[src/rtl/serial_tx_pkg.sv]
// serial_tx_pkg: shared types and line levels for the framed serial transmitter.
//   tx_state_t        : frame FSM states
//   LINE_IDLE/START_LVL/STOP_LVL : txd levels for idle line, start bit, stop bit
package serial_tx_pkg;
   typedef enum logic [2:0] {IDLE, START, DATA, PARITY, STOP} tx_state_t;

   localparam logic LINE_IDLE = 1'b1;
   localparam logic START_LVL = 1'b0;
   localparam logic STOP_LVL  = 1'b1;
endpackage

[src/rtl/serial_tx_if.sv]
// serial_tx_if: valid/ready word handshake into the serial transmitter.
//   data_in : word to transmit (sampled on accept)
//   valid   : data_in is offered
//   ready   : transmitter can accept a word
interface serial_tx_if #(parameter int WIDTH = 8);
   logic [WIDTH-1:0] data_in;
   logic             valid;
   logic             ready;

   modport master (output data_in, valid, input ready);
   modport slave  (input data_in, valid, output ready);
endinterface

[src/rtl/bit_timer.sv]
// bit_timer: per-bit tick counter for the serial transmitter.
//   ck, rst : clock, async active-high reset
//   run     : count while high; counter held at zero while low
//   bit_end : one-cycle pulse on the last cycle of each DIV-cycle bit
module bit_timer #(
   parameter int DIV = 4
) (
   input  logic ck,
   input  logic rst,
   input  logic run,
   output logic bit_end
);
   localparam int CW = (DIV > 1) ? $clog2(DIV) : 1;
   localparam logic [CW-1:0] LAST = CW'(DIV - 1);

   logic [CW-1:0] cnt;

   // With DIV=1 LAST is zero, the counter never leaves zero and every run cycle is a bit end.
   assign bit_end = run && (cnt == LAST);

   always_ff @(posedge ck or posedge rst) begin
      if (rst)                     cnt <= '0;
      else if (!run || cnt == LAST) cnt <= '0;
      else                         cnt <= cnt + CW'(1);
   end
endmodule

[src/rtl/serial_tx.sv]
// serial_tx: framed serial transmitter (start, WIDTH data bits LSB-first,
// optional even parity, stop), each bit held DIV clock cycles.
//   ck, rst : clock, async active-high reset
//   bus     : valid/ready word handshake (slave side); ready high only in IDLE
//   txd     : registered serial line, idle high
//   busy    : frame in progress
//   done    : one-cycle pulse after the stop bit completes
module serial_tx
   import serial_tx_pkg::*;
#(
   parameter int WIDTH     = 8,
   parameter int DIV       = 4,
   parameter int PARITY_EN = 1
) (
   input  logic        ck,
   input  logic        rst,
   serial_tx_if.slave  bus,
   output logic        txd,
   output logic        busy,
   output logic        done
);
   localparam int IW = (WIDTH > 1) ? $clog2(WIDTH) : 1;
   localparam logic [IW-1:0] LAST_IDX = IW'(WIDTH - 1);

   tx_state_t        state, state_n;
   logic [WIDTH-1:0] shift, shift_n;
   logic [IW-1:0]    idx, idx_n;
   logic             par, par_n;
   logic             txd_n, done_n;
   logic             bit_end;

   bit_timer #(.DIV(DIV)) u_timer (
      .ck      (ck),
      .rst     (rst),
      .run     (busy),
      .bit_end (bit_end)
   );

   assign bus.ready = (state == IDLE);
   assign busy      = (state != IDLE);

   always_ff @(posedge ck or posedge rst) begin
      if (rst) begin
         state <= IDLE;
         shift <= '0;
         idx   <= '0;
         par   <= 1'b0;
         txd   <= LINE_IDLE;
         done  <= 1'b0;
      end else begin
         state <= state_n;
         shift <= shift_n;
         idx   <= idx_n;
         par   <= par_n;
         txd   <= txd_n;
         done  <= done_n;
      end
   end

   // txd is registered, so each branch computes the level for the bit that
   // starts on the next cycle, and the shift register advances as its LSB goes out.
   always_comb begin
      state_n = state;
      shift_n = shift;
      idx_n   = idx;
      par_n   = par;
      txd_n   = txd;
      done_n  = 1'b0;
      case (state)
         IDLE: begin
            txd_n = LINE_IDLE;
            if (bus.valid) begin
               state_n = START;
               shift_n = bus.data_in;
               par_n   = ^bus.data_in;
               idx_n   = '0;
               txd_n   = START_LVL;
            end
         end
         START: if (bit_end) begin
            state_n = DATA;
            txd_n   = shift[0];
            shift_n = shift >> 1;
         end
         DATA: if (bit_end) begin
            if (idx == LAST_IDX) begin
               if (PARITY_EN != 0) begin
                  state_n = PARITY;
                  txd_n   = par;
               end else begin
                  state_n = STOP;
                  txd_n   = STOP_LVL;
               end
            end else begin
               idx_n   = idx + IW'(1);
               txd_n   = shift[0];
               shift_n = shift >> 1;
            end
         end
         PARITY: if (bit_end) begin
            state_n = STOP;
            txd_n   = STOP_LVL;
         end
         STOP: if (bit_end) begin
            state_n = IDLE;
            txd_n   = LINE_IDLE;
            done_n  = 1'b1;
         end
         default: begin
            state_n = IDLE;
            txd_n   = LINE_IDLE;
         end
      endcase
   end
endmodule
[src/flat_wrapper.sv]
// flat-port wrapper written by rule: the top's interface ports become plain ports
module serial_tx_flat import serial_tx_pkg::*;
#(
   parameter int WIDTH     = 8,
   parameter int DIV       = 4,
   parameter int PARITY_EN = 1
)
  (ck, rst, txd, busy, done, bus_data_in, bus_valid, bus_ready);
  serial_tx_if #(.WIDTH(WIDTH)) bus_i ();
  input  logic ck;
  input  logic rst;
  output logic txd;
  output logic busy;
  output logic done;
  input wire logic [$bits(bus_i.data_in)-1:0] bus_data_in;
  input wire logic [$bits(bus_i.valid)-1:0] bus_valid;
  output wire logic [$bits(bus_i.ready)-1:0] bus_ready;
  assign bus_i.data_in = bus_data_in;
  assign bus_i.valid = bus_valid;
  assign bus_ready = bus_i.ready;
  serial_tx #(.WIDTH(WIDTH), .DIV(DIV), .PARITY_EN(PARITY_EN)) u_core (.ck(ck), .rst(rst), .bus(bus_i), .txd(txd), .busy(busy), .done(done));
endmodule
[config.mk]
export PLATFORM = sky130hd
export DESIGN_NAME = serial_tx_flat
export DESIGN_NICKNAME = d
export VERILOG_FILES = /design/src/rtl/serial_tx_pkg.sv /design/src/rtl/serial_tx_if.sv /design/src/rtl/bit_timer.sv /design/src/rtl/serial_tx.sv /design/src/flat_wrapper.sv
export SDC_FILE = /design/constraint.sdc
export NUM_CORES = 1
export LEC_CHECK = 0
export BUFFER_PORTS_ARGS = -buffer_cell sky130_fd_sc_hd__buf_2
export CORE_MARGIN = 1.5
export CORE_UTILIZATION = 55
export DETAILED_ROUTE_END_ITERATION = 12
export GPL_TIMING_DRIVEN = 1
export PLACE_DENSITY = 0.77
export REMOVE_ABC_BUFFERS = 1
export SYNTH_ARGS = -nofsm -noshare
export SYNTH_HDL_FRONTEND = slang
export SYNTH_SLANG_ARGS = --single-unit
[constraint.sdc]
create_clock -name ck -period 4.65 [get_ports ck]
set_input_delay 0.2325 -clock ck [delete_from_list [all_inputs] [get_ports ck]]
set_output_delay 0.2325 -clock ck [all_outputs]
set_load 0.02 [all_outputs]
==> flow_metrics.env <==
export IMPL_synth_top_area_share_pct=42.6
export IMPL_outcome="complete, no violations"
export IMPL_switching_power_w=0.000280
export IMPL_portBuffers=14
export IMPL_cts_resized=0
export IMPL_row_count=15
export IMPL_routedWlPerCell_um=12.1
export IMPL_ys_seq_elements=19
export IMPL_cts_tree="built"
export IMPL_worstSetupPathType="reg -> out"
export IMPL_viasPerCell=5.54
export IMPL_grt_pass1_vias=681
export IMPL_drt_iter0_drc=2
export IMPL_rsz0062_at_grt="no"
export IMPL_ant_nets=0
export IMPL_worst_path_max_fanout=11
export IMPL_p_int_w=0.000405
export IMPL_grt_max_degree=20
export IMPL_cts_sinks=19
export IMPL_cts_setup_buffers=0
export IMPL_grt_ovfl_total=0
export IMPL_final_common_cell="dfrtp_1"
export IMPL_leakage_nw=0.540
export IMPL_rrSetupSlack_ns=2.81
export IMPL_cp_arrival_ns=1.75
export IMPL_hp_class="in -> async"
export IMPL_clkPwrFrac_pct=11.7
export IMPL_critical_path_required_ns=4.42
export IMPL_startpoint="u_core.state[2]$_DFFE_PP0P_"
export IMPL_ir_worst_vdd_v=0.000378
export IMPL_r2r_end="u_core.shift[2]$_DFFE_PP0P_"
export IMPL_slew_headroom_pct=52.3
export IMPL_async_flop_share_pct=100
export IMPL_synth_area_um2=1060
export IMPL_swShare_pct=40.8
export IMPL_antenna_found_initial=0
export IMPL_chipHeight_um=46.9
export IMPL_clock_path_buffers=2
export IMPL_synth_main_ff_cell="dfrtp_1"
export IMPL_ioPinCount=15
export IMPL_reg2reg_from="u_core.idx[0]$_DFFE_PP0P_"
export IMPL_finalCritPeriodShare_pct=42.7
export IMPL_yosys_area_top_type="dfrtp_1"
export IMPL_startpoint_type="register"
export IMPL_cts_buffers=3
export IMPL_fin_crit_ns=1.99
export IMPL_clock_latency_ns=0.28
export IMPL_n_antenna_cell=0
export IMPL_hold_buffers=0
export IMPL_die_w_um=46.9
export IMPL_initial_core_util_pct=60.0
export IMPL_dieArea_um2=2200
export IMPL_p_seq_share_pct=42.8
export IMPL_endpoint_kind="output port"
export IMPL_synth_cells=100
export IMPL_synth_edff_count=0
export IMPL_grt_pass1_wl_mm=2.87
export IMPL_grt_use_total_pct=17.9
export IMPL_wl_mm=1.66
export IMPL_tightest_slew_ns=0.714
export IMPL_syn_avg_cell_area_um2=10.6
export IMPL_final_hold_viol_count=0
export IMPL_combPwrFrac_pct=45.5
export IMPL_cts_htree_levels=1
export IMPL_finalClockSkew_ns=0.00188
export IMPL_setup_viol=0
export IMPL_fmax_mhz=503
export IMPL_slew_viol_final=0
export IMPL_place_gp_congestion=0.747
export IMPL_drv_cap=0
export IMPL_cts_root_buf="clkbuf_4"
export IMPL_worstSetupEndpoint="bus_ready"
export IMPL_drt_first_pass_iters=4
export IMPL_drc=0
export IMPL_vias=759
export IMPL_yosysUniqueCellTypes=33
export IMPL_cts_clk_slew_worst_paths_ns=0.10
export IMPL_setup_tns_ns=0
export IMPL_yosysSeqAreaShare_pct=45.0
export IMPL_p_per_area_nw_per_um2=600
export IMPL_placed_cells=133
export IMPL_r2r_cells=6
export IMPL_drive_gt1_share_pct=21.4
export IMPL_area_growth_syn_to_layout_pct=7.92
export IMPL_layout_common_cells="dfrtp_1, buf_2, a21oi_1, nor2_1, xnor2_1"
export IMPL_fp_coreArea_um2=1760
export IMPL_ys_warn_count=0
export IMPL_ys_top_cells_by_area="dfrtp_1, mux2i_1, xnor2_1"
export IMPL_layout_nets=127
export IMPL_finalNonFillerCells=137
export IMPL_hpwl_mm=1.20
==> cell type report <==
cell class	instances	area, um^2
clock buffer	4	26.3
sequential	19	477
inverter	4	15.0
tap	25	31.3
fill	162	622
timing repair buffer	14	70.1
multi-input combinational	71	523
==> synth_stat cells, types with 2 or more instances <==
master / n
a21o_1: 3
a21oi_1: 10
a21oi_2: 2
and4_1: 2
buf_2: 2
buf_6: 2
dfrtp_1: 18
ha_1: 3
inv_1: 4
mux2i_1: 7
nand2_1: 4
nand3b_1: 2
nor2_1: 10
nor3_1: 2
o21ai_0: 3
o32ai_1: 2
xnor2_1: 8
==> sequential cells by signal, indices dropped and copies added (netlist names) <==
name	flops
u_core.shift	8
u_core.idx	3
u_core.state	3
u_core.par	1
u_core.u_timer.cnt	2
u_core.done	1
u_core.txd	1
==> how the worst min path moves through the flow <==
stage	from	endpoint	slack, ns	cells past startpoint
floorplan	rst	u_core.done$_DFF_PP0_	0.18	1
global placement	rst	u_core.idx[2]$_DFFE_PP0P_	0.37	2
detailed placement	rst	u_core.idx[1]$_DFFE_PP0P_	0.39	2
CTS	rst	u_core.shift[6]$_DFFE_PP0P_	0.08	2
global route	rst	u_core.idx[2]$_DFFE_PP0P_	0.11	2
finish	rst	u_core.idx[1]$_DFFE_PP0P_	0.05	2
==> routing by layer <==
layer  track usage (%)  vias up  share of wire [%]
met5                 0        -                  0
met4              5.00        0               0.54
met3              2.31        2                2.7
met2              28.5       13                 47
met1              25.7      363                 50
li1                  -      381                  -
==> worst max-delay path: stages, from the launching register on <==
cell and delay [ns]:
dfrtp_1 0.54, nor3_1 0.65, buf_2 0.29
==> power groups by stage <==
stage / clock network (W) / logic [W] / registers (W)
final: 0.0000799 / 0.000312 / 0.000293
after global routing: 0.0000915 / 0.000355 / 0.000304
after CTS: 0.0000830 / 0.000316 / 0.000292
after detailed placement: 0 / 0.000316 / 0.000295
after global placement: 0 / 0.000308 / 0.000293
after floorplan: 0 / 0.000257 / 0.000285
==> metrics by stage <==
step / setup slack [ns] / util [%] / area, um^2 / hold WS (ns) / power [W]
final: 2.66 / 64.8 / 1140 / 0.0465 / 0.000685
after global routing: 2.53 / 64.8 / 1140 / 0.108 / 0.000750
after CTS: 2.65 / 64.8 / 1140 / 0.0757 / 0.000692
after detailed placement: 2.82 / 63.3 / 1120 / 0.393 / 0.000611
after global placement: 2.88 / 63.3 / 1120 / 0.375 / 0.000602
after floorplan: 2.80 / - / 1010 / 0.183 / 0.000542
==> kinds of logic after synthesis <==
family                     synth area share, %
AOI/OAI and AO/OA                         15.7
xor gates and xnor gates                  6.62
adders and majority gates                 3.55
buffers and inverters                     5.55
DFF                                       45.0
muxes                                     7.68
and+or+nand+nor                           15.8
No activity file was read; power rests on OpenSTA's default activity.
